## src/rtl/ps2_key_pkg.sv

```systemverilog
// ps2_key_pkg: shared definitions for the PS/2 key-state tracker and its consumers.
//   NUM_KEYS        width of the key-state vector
//   KEY_*           fixed key index map (mode keys plus piano keys)
//   SC_*            PS/2 set-2 scancodes, including the F0/E0 prefixes and the AA BAT code
//   rx_state_e      frame receiver state encoding
//   key_lookup()    scancode -> {hit, index}
package ps2_key_pkg;

    localparam int unsigned NUM_KEYS  = 16;
    localparam int unsigned KEY_IDX_W = $clog2(NUM_KEYS);

    // Key index map, shared with the mode FSM and the note generator
    localparam int unsigned KEY_SPACE = 0;
    localparam int unsigned KEY_ENTER = 1;
    localparam int unsigned KEY_R     = 2;
    localparam int unsigned KEY_A     = 3;
    localparam int unsigned KEY_W     = 4;
    localparam int unsigned KEY_S     = 5;
    localparam int unsigned KEY_E     = 6;
    localparam int unsigned KEY_D     = 7;
    localparam int unsigned KEY_F     = 8;
    localparam int unsigned KEY_T     = 9;
    localparam int unsigned KEY_G     = 10;
    localparam int unsigned KEY_Y     = 11;
    localparam int unsigned KEY_H     = 12;
    localparam int unsigned KEY_U     = 13;
    localparam int unsigned KEY_J     = 14;
    localparam int unsigned KEY_K     = 15;

    // Scancodes (set 2)
    localparam logic [7:0] SC_SPACE  = 8'h29;
    localparam logic [7:0] SC_ENTER  = 8'h5A;
    localparam logic [7:0] SC_R      = 8'h2D;
    localparam logic [7:0] SC_A      = 8'h1C;
    localparam logic [7:0] SC_W      = 8'h1D;
    localparam logic [7:0] SC_S      = 8'h1B;
    localparam logic [7:0] SC_E      = 8'h24;
    localparam logic [7:0] SC_D      = 8'h23;
    localparam logic [7:0] SC_F      = 8'h2B;
    localparam logic [7:0] SC_T      = 8'h2C;
    localparam logic [7:0] SC_G      = 8'h34;
    localparam logic [7:0] SC_Y      = 8'h35;
    localparam logic [7:0] SC_H      = 8'h33;
    localparam logic [7:0] SC_U      = 8'h3C;
    localparam logic [7:0] SC_J      = 8'h3B;
    localparam logic [7:0] SC_K      = 8'h42;
    localparam logic [7:0] SC_BREAK  = 8'hF0;
    localparam logic [7:0] SC_EXT    = 8'hE0;
    localparam logic [7:0] SC_BAT_OK = 8'hAA;

    typedef enum logic [1:0] {
        RxIdle,
        RxData,
        RxParity,
        RxStop
    } rx_state_e;

    typedef struct packed {
        logic                 hit;
        logic [KEY_IDX_W-1:0] idx;
    } key_lookup_t;

    function automatic key_lookup_t key_lookup(input logic [7:0] code);
        key_lookup_t r;
        r.hit = 1'b1;
        r.idx = '0;
        case (code)
            SC_SPACE: r.idx = KEY_IDX_W'(KEY_SPACE);
            SC_ENTER: r.idx = KEY_IDX_W'(KEY_ENTER);
            SC_R:     r.idx = KEY_IDX_W'(KEY_R);
            SC_A:     r.idx = KEY_IDX_W'(KEY_A);
            SC_W:     r.idx = KEY_IDX_W'(KEY_W);
            SC_S:     r.idx = KEY_IDX_W'(KEY_S);
            SC_E:     r.idx = KEY_IDX_W'(KEY_E);
            SC_D:     r.idx = KEY_IDX_W'(KEY_D);
            SC_F:     r.idx = KEY_IDX_W'(KEY_F);
            SC_T:     r.idx = KEY_IDX_W'(KEY_T);
            SC_G:     r.idx = KEY_IDX_W'(KEY_G);
            SC_Y:     r.idx = KEY_IDX_W'(KEY_Y);
            SC_H:     r.idx = KEY_IDX_W'(KEY_H);
            SC_U:     r.idx = KEY_IDX_W'(KEY_U);
            SC_J:     r.idx = KEY_IDX_W'(KEY_J);
            SC_K:     r.idx = KEY_IDX_W'(KEY_K);
            default:  r.hit = 1'b0;
        endcase
        return r;
    endfunction

endpackage

```

## src/rtl/ps2_frame_rx.sv

```systemverilog
// ps2_frame_rx: PS/2 device-to-host frame receiver.
// Synchronises the raw pins, detects ps2_clk falling edges and assembles
// 11-bit frames (start, 8 data LSB first, odd parity, stop). A frame stalled
// mid-way for TIMEOUT_CYCLES clk cycles is aborted.
// Ports:
//   clk, resetn       system clock, synchronous active-low reset
//   ps2_clk_i         raw PS/2 clock pin (asynchronous)
//   ps2_dat_i         raw PS/2 data pin (asynchronous)
//   byte_o            last valid data byte
//   byte_valid_o      one-cycle strobe, byte_o is valid
//   frame_error_o     one-cycle pulse on parity, stop-bit or timeout error
module ps2_frame_rx
    import ps2_key_pkg::*;
#(
    parameter int unsigned TIMEOUT_CYCLES = 50000
) (
    input  logic       clk,
    input  logic       resetn,
    input  logic       ps2_clk_i,
    input  logic       ps2_dat_i,
    output logic [7:0] byte_o,
    output logic       byte_valid_o,
    output logic       frame_error_o
);

    localparam int unsigned CntW = $clog2(TIMEOUT_CYCLES + 1);
    localparam logic [CntW-1:0] TmoLast = CntW'(TIMEOUT_CYCLES - 1);

    logic [1:0]      clk_sync_q;
    logic [1:0]      dat_sync_q;
    logic            clk_prev_q;
    rx_state_e       state_q, state_d;
    logic [2:0]      bit_cnt_q, bit_cnt_d;
    logic [7:0]      shift_q, shift_d;
    logic            parity_q, parity_d;
    logic [CntW-1:0] tmo_cnt_q, tmo_cnt_d;
    logic [7:0]      byte_q, byte_d;
    logic            byte_valid_q, byte_valid_d;
    logic            frame_error_q, frame_error_d;

    logic fall_edge;
    logic dat;

    assign fall_edge = clk_prev_q & ~clk_sync_q[1];
    assign dat       = dat_sync_q[1];

    // Synchronisers idle high, matching the released PS/2 bus.
    always_ff @(posedge clk) begin
        if (!resetn) begin
            clk_sync_q <= 2'b11;
            dat_sync_q <= 2'b11;
            clk_prev_q <= 1'b1;
        end else begin
            clk_sync_q <= {clk_sync_q[0], ps2_clk_i};
            dat_sync_q <= {dat_sync_q[0], ps2_dat_i};
            clk_prev_q <= clk_sync_q[1];
        end
    end

    always_ff @(posedge clk) begin
        if (!resetn) begin
            state_q       <= RxIdle;
            bit_cnt_q     <= '0;
            shift_q       <= '0;
            parity_q      <= 1'b0;
            tmo_cnt_q     <= '0;
            byte_q        <= '0;
            byte_valid_q  <= 1'b0;
            frame_error_q <= 1'b0;
        end else begin
            state_q       <= state_d;
            bit_cnt_q     <= bit_cnt_d;
            shift_q       <= shift_d;
            parity_q      <= parity_d;
            tmo_cnt_q     <= tmo_cnt_d;
            byte_q        <= byte_d;
            byte_valid_q  <= byte_valid_d;
            frame_error_q <= frame_error_d;
        end
    end

    always_comb begin
        state_d       = state_q;
        bit_cnt_d     = bit_cnt_q;
        shift_d       = shift_q;
        parity_d      = parity_q;
        byte_d        = byte_q;
        byte_valid_d  = 1'b0;
        frame_error_d = 1'b0;

        if (state_q == RxIdle || fall_edge) begin
            tmo_cnt_d = '0;
        end else begin
            tmo_cnt_d = tmo_cnt_q + CntW'(1);
        end

        unique case (state_q)
            RxIdle: begin
                // A high start bit is line noise: stay idle silently.
                if (fall_edge && !dat) begin
                    state_d   = RxData;
                    bit_cnt_d = '0;
                end
            end
            RxData: begin
                if (fall_edge) begin
                    shift_d   = {dat, shift_q[7:1]};
                    bit_cnt_d = bit_cnt_q + 3'd1;
                    if (bit_cnt_q == 3'd7) begin
                        state_d = RxParity;
                    end
                end
            end
            RxParity: begin
                if (fall_edge) begin
                    parity_d = dat;
                    state_d  = RxStop;
                end
            end
            RxStop: begin
                if (fall_edge) begin
                    state_d = RxIdle;
                    if (dat && (^{shift_q, parity_q})) begin
                        byte_d       = shift_q;
                        byte_valid_d = 1'b1;
                    end else begin
                        frame_error_d = 1'b1;
                    end
                end
            end
            default: state_d = RxIdle;
        endcase

        // Stalled frame: abandon it so the next start bit is seen cleanly.
        if (state_q != RxIdle && !fall_edge && tmo_cnt_q == TmoLast) begin
            state_d       = RxIdle;
            frame_error_d = 1'b1;
            tmo_cnt_d     = '0;
        end
    end

    assign byte_o        = byte_q;
    assign byte_valid_o  = byte_valid_q;
    assign frame_error_o = frame_error_q;

endmodule

```

## src/rtl/ps2_key_state_tracker.sv

```systemverilog
// ps2_key_state_tracker: decodes PS/2 make/break/extended scancodes into a
// live pressed/released vector for the tracked keys (index map in ps2_key_pkg).
// Optional build macro PS2_HOTPLUG_CLEAR_EN: a valid unprefixed 0xAA
// (keyboard BAT complete) clears every key_state bit without press pulses.
// Ports:
//   clk, resetn       system clock, synchronous active-low reset
//   ps2_clk_i         raw PS/2 clock pin (asynchronous)
//   ps2_dat_i         raw PS/2 data pin (asynchronous)
//   key_state_o       1 = key currently held
//   key_pressed_o     one-cycle pulse on a key's 0->1 transition
//   frame_error_o     one-cycle pulse on parity, stop-bit or timeout error
module ps2_key_state_tracker
    import ps2_key_pkg::*;
#(
    parameter int unsigned TIMEOUT_CYCLES = 50000
) (
    input  logic                clk,
    input  logic                resetn,
    input  logic                ps2_clk_i,
    input  logic                ps2_dat_i,
    output logic [NUM_KEYS-1:0] key_state_o,
    output logic [NUM_KEYS-1:0] key_pressed_o,
    output logic                frame_error_o
);

    logic [7:0]  rx_byte;
    logic        rx_valid;
    logic        rx_error;
    key_lookup_t lk;

    logic [NUM_KEYS-1:0] key_state_q, key_state_d;
    logic [NUM_KEYS-1:0] key_pressed_q, key_pressed_d;
    logic                break_q, break_d;
    logic                ext_q, ext_d;

    ps2_frame_rx #(
        .TIMEOUT_CYCLES(TIMEOUT_CYCLES)
    ) u_frame_rx (
        .clk          (clk),
        .resetn       (resetn),
        .ps2_clk_i    (ps2_clk_i),
        .ps2_dat_i    (ps2_dat_i),
        .byte_o       (rx_byte),
        .byte_valid_o (rx_valid),
        .frame_error_o(rx_error)
    );

    assign lk = key_lookup(rx_byte);

    always_ff @(posedge clk) begin
        if (!resetn) begin
            key_state_q   <= '0;
            key_pressed_q <= '0;
            break_q       <= 1'b0;
            ext_q         <= 1'b0;
        end else begin
            key_state_q   <= key_state_d;
            key_pressed_q <= key_pressed_d;
            break_q       <= break_d;
            ext_q         <= ext_d;
        end
    end

    // Erroneous frames never strobe rx_valid, so prefixes survive them.
    always_comb begin
        key_state_d = key_state_q;
        break_d     = break_q;
        ext_d       = ext_q;

        if (rx_valid) begin
            if (rx_byte == SC_BREAK) begin
                break_d = 1'b1;
            end else if (rx_byte == SC_EXT) begin
                ext_d = 1'b1;
            end else begin
                // Extended codes (e.g. keypad Enter E0 5A) alias tracked keys: drop them.
                if (!ext_q && lk.hit) begin
                    key_state_d[lk.idx] = ~break_q;
                end
`ifdef PS2_HOTPLUG_CLEAR_EN
                if (!ext_q && !break_q && rx_byte == SC_BAT_OK) begin
                    key_state_d = '0;
                end
`endif
                break_d = 1'b0;
                ext_d   = 1'b0;
            end
        end

        // Only genuine 0->1 transitions pulse; typematic repeats leave state at 1.
        key_pressed_d = key_state_d & ~key_state_q;
    end

    assign key_state_o   = key_state_q;
    assign key_pressed_o = key_pressed_q;
    assign frame_error_o = rx_error;

endmodule
```

## config.mk

```make
export PLATFORM = sky130hd
export DESIGN_NAME = ps2_key_state_tracker
export DESIGN_NICKNAME = d
export VERILOG_FILES = /design/src/rtl/ps2_key_pkg.sv /design/src/rtl/ps2_frame_rx.sv /design/src/rtl/ps2_key_state_tracker.sv
export SDC_FILE = /design/constraint.sdc
export NUM_CORES = 1
export LEC_CHECK = 0
export ABC_AREA = 1
export BUFFER_PORTS_ARGS = -buffer_cell sky130_fd_sc_hd__buf_2
export CAP_MARGIN = 20
export CELL_PAD_IN_SITES_DETAIL_PLACEMENT = 2
export CELL_PAD_IN_SITES_GLOBAL_PLACEMENT = 2
export CORE_ASPECT_RATIO = 0.7
export CORE_MARGIN = 3
export CORE_UTILIZATION = 36
export DETAILED_ROUTE_END_ITERATION = 8
export GPL_TIMING_DRIVEN = 0
export PLACE_DENSITY = 0.95
export SLEW_MARGIN = 30
export SYNTH_ARGS = -nofsm -noshare
export SYNTH_HDL_FRONTEND = slang
export SYNTH_HIERARCHICAL = 1
export SYNTH_SLANG_ARGS = --single-unit
```

## constraint.sdc

```tcl
create_clock -name clk -period 2.41 [get_ports clk]
set_clock_uncertainty 0.1 [all_clocks]
set_input_delay 0.241 -clock clk [delete_from_list [all_inputs] [get_ports clk]]
set_output_delay 0.241 -clock clk [all_outputs]
set_load 0.05 [all_outputs]
```

==> results.txt, run 1 <==
vias in the first global route: 5245
Worst Setup SP: u_frame_rx/byte_o[5]
register area: 0.00159 sq mm
Setup crit end: key_state_o[0]
CTS tree: done
CP Max Fanout: 9
post-synth cell types: 40
FF-to-FF Start: u_frame_rx/byte_o[5]
H-tree Lvls: 3
max_cap viols: 0
Routed Antenna Nets: 0
root buffer cell: clkbuf_16
global-route wire length before repair: 32200 um
Synth Register Bits: 79
FILL cells: 1360
Syn Area/Cell: 6.85 sq um
status: completed
Reg2Reg Setup Slack: 0.08 ns
Nets: 695
Setup WS post-layout: 0.0808 ns
DRT Pass-1 Iters: 4
max-slew violations: 0
global route overflow: 0
Clock transition at path regs: 0.07 ns
# port buffers: 36
CP arrival: 2.47 ns
Max transition margin: 57.4%
final setup TNS: 0 ns
Reg power frac: 44.0%
Mapped Area: 0.00434 sq mm
multi-input logic area: 0.00229 sq mm
initial antenna violation count: 1
WL final: 20800 um
placed inst area: 0.00471 sq mm
Design Area, Final: 0.00505 sq mm
ys async rst share: 0%
Leakage: 2.32 nW
power per cell area: 605 mW/mm^2
Starting Density: 38.2%
Min Hold Slack: 0.220 ns
main area contributors after synthesis: dfxtp_1 36%, nand2_1 14%, inv_1 7.6%
Fmax achieved: 429 MHz
critical path class: flip-flop to flip-flop
initial DRC count: 318
cell type with the largest total area after synthesis: dfxtp_1
hold crit path type: primary input to flip-flop
GRT Resource Usage Total: 31.8%
pre-CTS setup slack: 0.238 ns
Num CTS Buffers: 9
syn nets: 646
CP endpoint kind: flip-flop
power share of the clock group: 48.2%
CP startpoint kind: flip-flop
Via density: 5.57
final critical-path share of the clock period: 96.6%
Internal: 2.23 mW
IR drop worst, VDD: 0.438 mV
Post-synth EDFFs: 0
placer congestion estimate: 0.871
Post-Syn Instances: 634
RR Endpoint: key_state_o[0]
Final min period: 2.33 ns
Final setup violation count: 0
YS warnings: 6
R2R depth: 11
full die area: 0.0134 sq mm
row cnt: 32
synthesis-to-finish area growth: 16.3%
# DRC: 0
worst slew pin tran: 0.638 ns
switching pwr: 826 uW
layout cells sized above 1: 18.5%
Tot Pwr: 3.06 mW
core box area: 0.0114 sq mm
Post-synth top flop: dfxtp_1
worst skew pair latency: 0.36 ns
Req. time, crit path: 2.55 ns
DP HPWL: 14000 um
switching fraction of total power: 27.0%
Seq/Total Area, Yosys: 36.4%
clk buf depth: 2
die width: 137 um
number of I/O pins: 37
Sink Count: 79
Die Y: 97.9 um
post-CTS setup repair buffer count: 0
post-DR wirelength/cell: 24.8 um
Synth top area share: 36.4%
number of diodes: 0
hold wc startpoint: resetn
Final Hold Vio Count: 0
combinational share of power: 7.7%
largest net degree at the start of global routing: 15
via count: 4683
==> synthesized netlist by cell type (2+ instances only) <==
cell / instances
a221oi_1: 2
inv_1: 88
nand2_1: 161
nand3_2: 12
dfxtp_1: 79
nor2_1: 81
nand3_4: 3
a31oi_1: 2
nand4_1: 29
nor3_1: 7
o21ai_0: 22
nand3_1: 28
nor3b_1: 4
a21oi_1: 24
inv_2: 7
nor2_2: 15
clkbuf_1: 4
clkbuf_4: 2
buf_2: 4
or2_2: 4
ha_1: 8
nand2_2: 10
xnor2_1: 9
xor2_1: 6
nor2_4: 4
buf_4: 2
clkinv_1: 4
==> critical path, cell delays in order, from the launching register on <==
cell,delay [ns]
dfxtp_1,0.43
nand2_1,0.17
nor2_2,0.34
nand2_1,0.18
nand3_2,0.16
nor2_2,0.07
nand2_4,0.12
nand2_2,0.19
inv_1,0.14
nand4_1,0.10
nand2_1,0.12
nor2_1,0.07
==> kinds of logic after synthesis <==
group / after synthesis / share of synthesized area (%)
AND/OR/NAND/NOR: 364 / 40.4
buffers and inverters: 114 / 11.1
flip-flops: 79 / 36.4
AO/OA/AOI/OAI: 54 / 6.77
XOR/XNOR: 15 / 3.03
adder cells (fa/ha/maj): 8 / 2.30
==> registers in the layout, indices dropped and copies added (netlist names), 2 cells and up <==
name                   count
key_pressed_o             16
key_state_o               16
u_frame_rx/bit_cnt_q       3
u_frame_rx/byte_o          8
u_frame_rx/clk_sync_q      2
u_frame_rx/dat_sync_q      2
u_frame_rx/shift_q         8
u_frame_rx/state_q         2
u_frame_rx/tmo_cnt_q      16
==> per-stage QoR <==
step | instances | util, %
after floorplan | 634 | -
after global placement | 823 | 41.5
after detailed placement | 823 | 41.5
after CTS | 841 | 44.3
after global routing | 841 | 44.4
final | 841 | 44.4
==> worst min-delay path by stage <==
| stage | endpoint | slack, ns | depth (start not counted) |
|---|---|---|---|
| 6_report | u_frame_rx/tmo_cnt_q[12] | 0.22 | 3 |
| 5_1_grt | u_frame_rx/tmo_cnt_q[6] | 0.21 | 3 |
| 4_1_cts | u_frame_rx/tmo_cnt_q[12] | 0.19 | 3 |
| 3_5_place_dp | u_frame_rx/dat_sync_q[1] | 0.30 | 1 |
| 3_3_place_gp | u_frame_rx/dat_sync_q[1] | 0.29 | 1 |
| 2_1_floorplan | u_frame_rx/clk_sync_q[0] | 0.25 | 1 |
==> placed cells by master (no fill, tap or decap), drive strengths merged, types with 4 or more instances in the layout <==
| cell | instances |
|---|---|
| nand2 | 172 |
| nor2 | 100 |
| inv | 97 |
| dfxtp | 79 |
| buf | 44 |
| nand3 | 43 |
| nand4 | 30 |
| a21oi | 25 |
| o21ai | 22 |
| clkbuf | 18 |
| xnor2 | 9 |
| ha | 8 |
| nor3 | 7 |
| xor2 | 6 |
| clkinv | 5 |
| or2 | 5 |
| nor3b | 4 |
==> final cells by class <==
class,count,share of cell area [%]
multi-input cells,441,45.3
inverters,99,7.36
repair buffers,38,3.96
flip-flops and latches,79,31.4
plain buffers,15,2.18
clock inverters,5,1.26
well taps,153,3.79
clock buffers,11,4.80
==> power groups by stage <==
stage / logic [mW] / clock network [mW] / registers, mW
3_5_place_dp: 0.214 / 0 / 1.37
5_1_grt: 0.254 / 1.56 / 1.35
6_report: 0.236 / 1.47 / 1.35
3_3_place_gp: 0.184 / 0 / 1.37
2_1_floorplan: 0.144 / 0 / 1.36
4_1_cts: 0.228 / 1.48 / 1.34
==> repair_timing <==
item,CTS,global route
endpoints found under the setup margin,0,8
gates resized for setup,0,6
hold buffers,2,0
endpoints found under the hold margin,2,0
==> per-layer routing <==
metal | routed length (um) | global-route usage, %
met5 | 0 | 0
met4 | 489 | 10.2
met3 | 1070 | 6.02
met2 | 9920 | 51.9
met1 | 9370 | 42.6
(Power assumes the default switching activity.)
==> inputs of run 2 (changes only) <==
--- a/config.mk
+++ b/config.mk
@@ -12,10 +12,10 @@
 export CELL_PAD_IN_SITES_GLOBAL_PLACEMENT = 2
 export CORE_ASPECT_RATIO = 0.7
 export CORE_MARGIN = 3
-export CORE_UTILIZATION = 36
+export CORE_UTILIZATION = 34
 export DETAILED_ROUTE_END_ITERATION = 8
 export GPL_TIMING_DRIVEN = 0
-export PLACE_DENSITY = 0.95
+export PLACE_DENSITY = 0.92
 export SLEW_MARGIN = 30
 export SYNTH_ARGS = -nofsm -noshare
 export SYNTH_HDL_FRONTEND = slang
==> constraint.sdc (replaced) <==
create_clock -name clk -period 2.52 [get_ports clk]
set_clock_uncertainty 0.1 [all_clocks]
set_input_delay 0.252 -clock clk [delete_from_list [all_inputs] [get_ports clk]]
set_output_delay 0.252 -clock clk [all_outputs]
set_load 0.05 [all_outputs]
==> run 2 against run 1 <==
  * Design area is essentially flat
  * Highest routed layer unchanged
  * Critical path type unchanged
  * Largest power group unchanged
  * Clock-buffer cell count stayed put
  * Critical path depth unchanged
==> results.txt, run 2 (synthesis gave the netlist of run 1 again) <==
CTS tree: done
placer congestion estimate: 0.875 (+0.42%)
Via density: 5.36 (-3.7%)
Num CTS Buffers: 9 (unchanged)
initial antenna violation count: 0 (-1)
CP Cell Sequence: inv_2 > nand2_1 > nor2_1 > nand2_1 > nand3_2 > nor2_1 > nand2_1 > nor2_1 > nand2_1 > nand2_1 > nor2_1
via count: 4532 (-3.2%)
Post-Layout Cell Count: 845 (+0.48%)
worst skew pair latency: 0.35 ns (about the same)
die width: 141 um (+2.8%)
# DRC: 0 (unchanged)
most used cell, CP: nand2_1
Sink Count: 79 (unchanged)
post-DR wirelength/cell: 21.3 um (-14%)
GRT Resource Usage Total: 26.3% (-5.5 points)
Final Hold Vio Count: 0 (unchanged)
status: completed
final critical-path share of the clock period: 90.6% (-6.0 points)
commonest non-fill, non-tap cell in the layout: nand2_1
CP top delay family: simple AND/OR/NAND/NOR gates
critical path class: flip-flop to flip-flop
register area: 0.00158 sq mm (-0.16%)
Final min period: 2.28 ns (-0.0459 ns)
power per cell area: 574 mW/mm^2 (-5.1%)
vias in the first global route: 5042 (-3.9%)
DP Cell Count: 827 (+0.49%)
WL final: 18000 um (-14%)
Final setup violation count: 0 (unchanged)
Die Y: 101 um (+2.7%)
CP arrival: 2.42 ns (-0.05 ns)
Leakage: 2.33 nW (+0.15%)
Tot Pwr: 2.90 mW (-5.1%)
Clock transition at path regs: 0.06 ns (about the same)
hold crit path type: primary input to flip-flop
unrepaired setup endpoints after global routing: no
post-CTS setup repair buffer count: 0 (unchanged)
synthesis-to-finish area growth: 16.3% (about the same)
worst slew pin tran: 0.558 ns (-0.0801 ns)
Req. time, crit path: 2.66 ns (+0.11 ns)
number of I/O pins: 37 (unchanged)
DP HPWL: 12500 um (-11%)
FILL cells: 1454 (+6.9%)
Top Metal Used: met4
clk buf depth: 2 (unchanged)
metal2 WL: 8630 um (-13%)
Max transition margin: 62.8% (+5.3 points)
Setup crit end: key_state_o[1]
Crit path depth: 11 (unchanged)
Met3 Routed Length: 856 um (-20%)
Starting Density: 35.9% (-2.3 points)
WP buf/inv: 1 (unchanged)
max-slew violations: 0 (unchanged)
row cnt: 33 (+3.1%)
multi-input logic area: 0.00228 sq mm (-0.33%)
FF-to-FF Start: u_frame_rx/byte_o[2]
Metal-1 WL: 7920 um (-15%)
final setup TNS: 0 ns (unchanged)
Worst Setup SP: u_frame_rx/byte_o[2]
CP Max Fanout: 6 (-3)
Routed Antenna Nets: 0 (unchanged)
root buffer cell: clkbuf_16
initial DRC count: 273 (-14%)
Design Area, Final: 0.00505 sq mm (about the same)
combinational share of power: 7.5% (-0.2 points)
full die area: 0.0142 sq mm (+5.6%)
# port buffers: 36 (unchanged)
Fmax achieved: 438 MHz (+2.0%)
global route overflow: 0 (unchanged)
most frequent cells in the layout: 161 x nand2_1, 88 x inv_1, 81 x nor2_1
DRT Pass-1 Iters: 5 (+1)
Min Hold Slack: 0.268 ns (+0.0483 ns)
Nets: 695 (unchanged)
Internal: 2.15 mW (-3.7%)
CP startpoint kind: flip-flop
IR drop worst, VDD: 0.288 mV (-34%)
core box area: 0.0121 sq mm (+6.4%)
global-route wire length before repair: 28900 um (-10%)
placed inst area: 0.00472 sq mm (+0.11%)
switching fraction of total power: 25.9% (-1.1 points)
largest net degree at the start of global routing: 14 (-1)
Crit-path slowest cell: dfxtp_1
switching pwr: 751 uW (-9.1%)
RR Endpoint: key_state_o[1]
number of diodes: 0 (unchanged)
Reg power frac: 44.3% (+0.3 points)
CP endpoint kind: flip-flop
power share of the clock group: 48.2% (about the same)
Reg2Reg Setup Slack: 0.24 ns (+0.16 ns)
R2R depth: 11 (unchanged)
max incr delay on CP: 0.46 ns (+0.03 ns)
layout cells sized above 1: 17.9% (-0.58 points)
max_cap viols: 0 (unchanged)
H-tree Lvls: 3 (unchanged)
[run 2: cell types whose count changed in the layout (fill, tap and decap cells not counted), moves of 2 or more]
cell / change
clkinv_2: +2
dfxtp_2: -2
nor2_1: +2
inv_6: -2
nor2_2: -2
dfxtp_1: +2
[run 2: final cells by class]
cell class,instances,share of cell area [%]
sequential,79,31.3
clock inverter,5,1.11
buffer,15,2.18
multi-input combinational,441,45.1
timing repair buffer,38,3.96
inverter,99,7.36
clock buffer,11,5.00
tap,157,3.89
[run 2: what timing repair did]
action                                  in CTS  in global routing
hold buffers                                 2                  0
endpoints found under the hold margin        2                  0
gates resized for setup                      0                  1
endpoints found under the setup margin       0                  1
[run 2: power by group through the flow]
stage	sequential, mW	clock, mW	combinational [mW]
after floorplan	1.30	0	0.138
after detailed placement	1.31	0	0.204
after CTS	1.28	1.41	0.215
after global placement	1.31	0	0.179
final	1.28	1.40	0.218
after global routing	1.29	1.47	0.241
[run 2: worst register-to-register path, delay by kind of cell (launching register included)]
family	cells	cell delay, ns
flip-flops	1	0.46
AND/OR/NAND/NOR	10	1.53
buffers and inverters	1	0.08
[run 2: routing by layer]
| metal | vias to the layer above | track usage (%) |
|---|---|---|
| li1 | 2096 | - |
| met1 | 2273 | 33.2 |
| met2 | 120 | 44.7 |
| met3 | 43 | 5.07 |
| met4 | 0 | 10.3 |
| met5 | - | 0 |
[run 2: how the worst min path moves through the flow]
stage               depth (start not counted)                       end                startpoint  slack [ns]
floorplan                                   1  u_frame_rx/clk_sync_q[0]                 ps2_clk_i        0.26
global placement                            1  u_frame_rx/dat_sync_q[1]  u_frame_rx/dat_sync_q[0]        0.30
detailed placement                          1  u_frame_rx/clk_sync_q[1]  u_frame_rx/clk_sync_q[0]        0.30
CTS                                         3  u_frame_rx/tmo_cnt_q[12]                    resetn        0.26
global route                                3  u_frame_rx/tmo_cnt_q[13]                    resetn        0.28
finish                                      3  u_frame_rx/tmo_cnt_q[13]                    resetn        0.27
[run 2: through the flow]
step	utilization, %	setup WS, ns
floorplan	-	0.902
global placement	39.0	0.581
detailed placement	39.0	0.352
CTS	41.7	0.206
global route	41.7	0.0253
finish	41.7	0.237
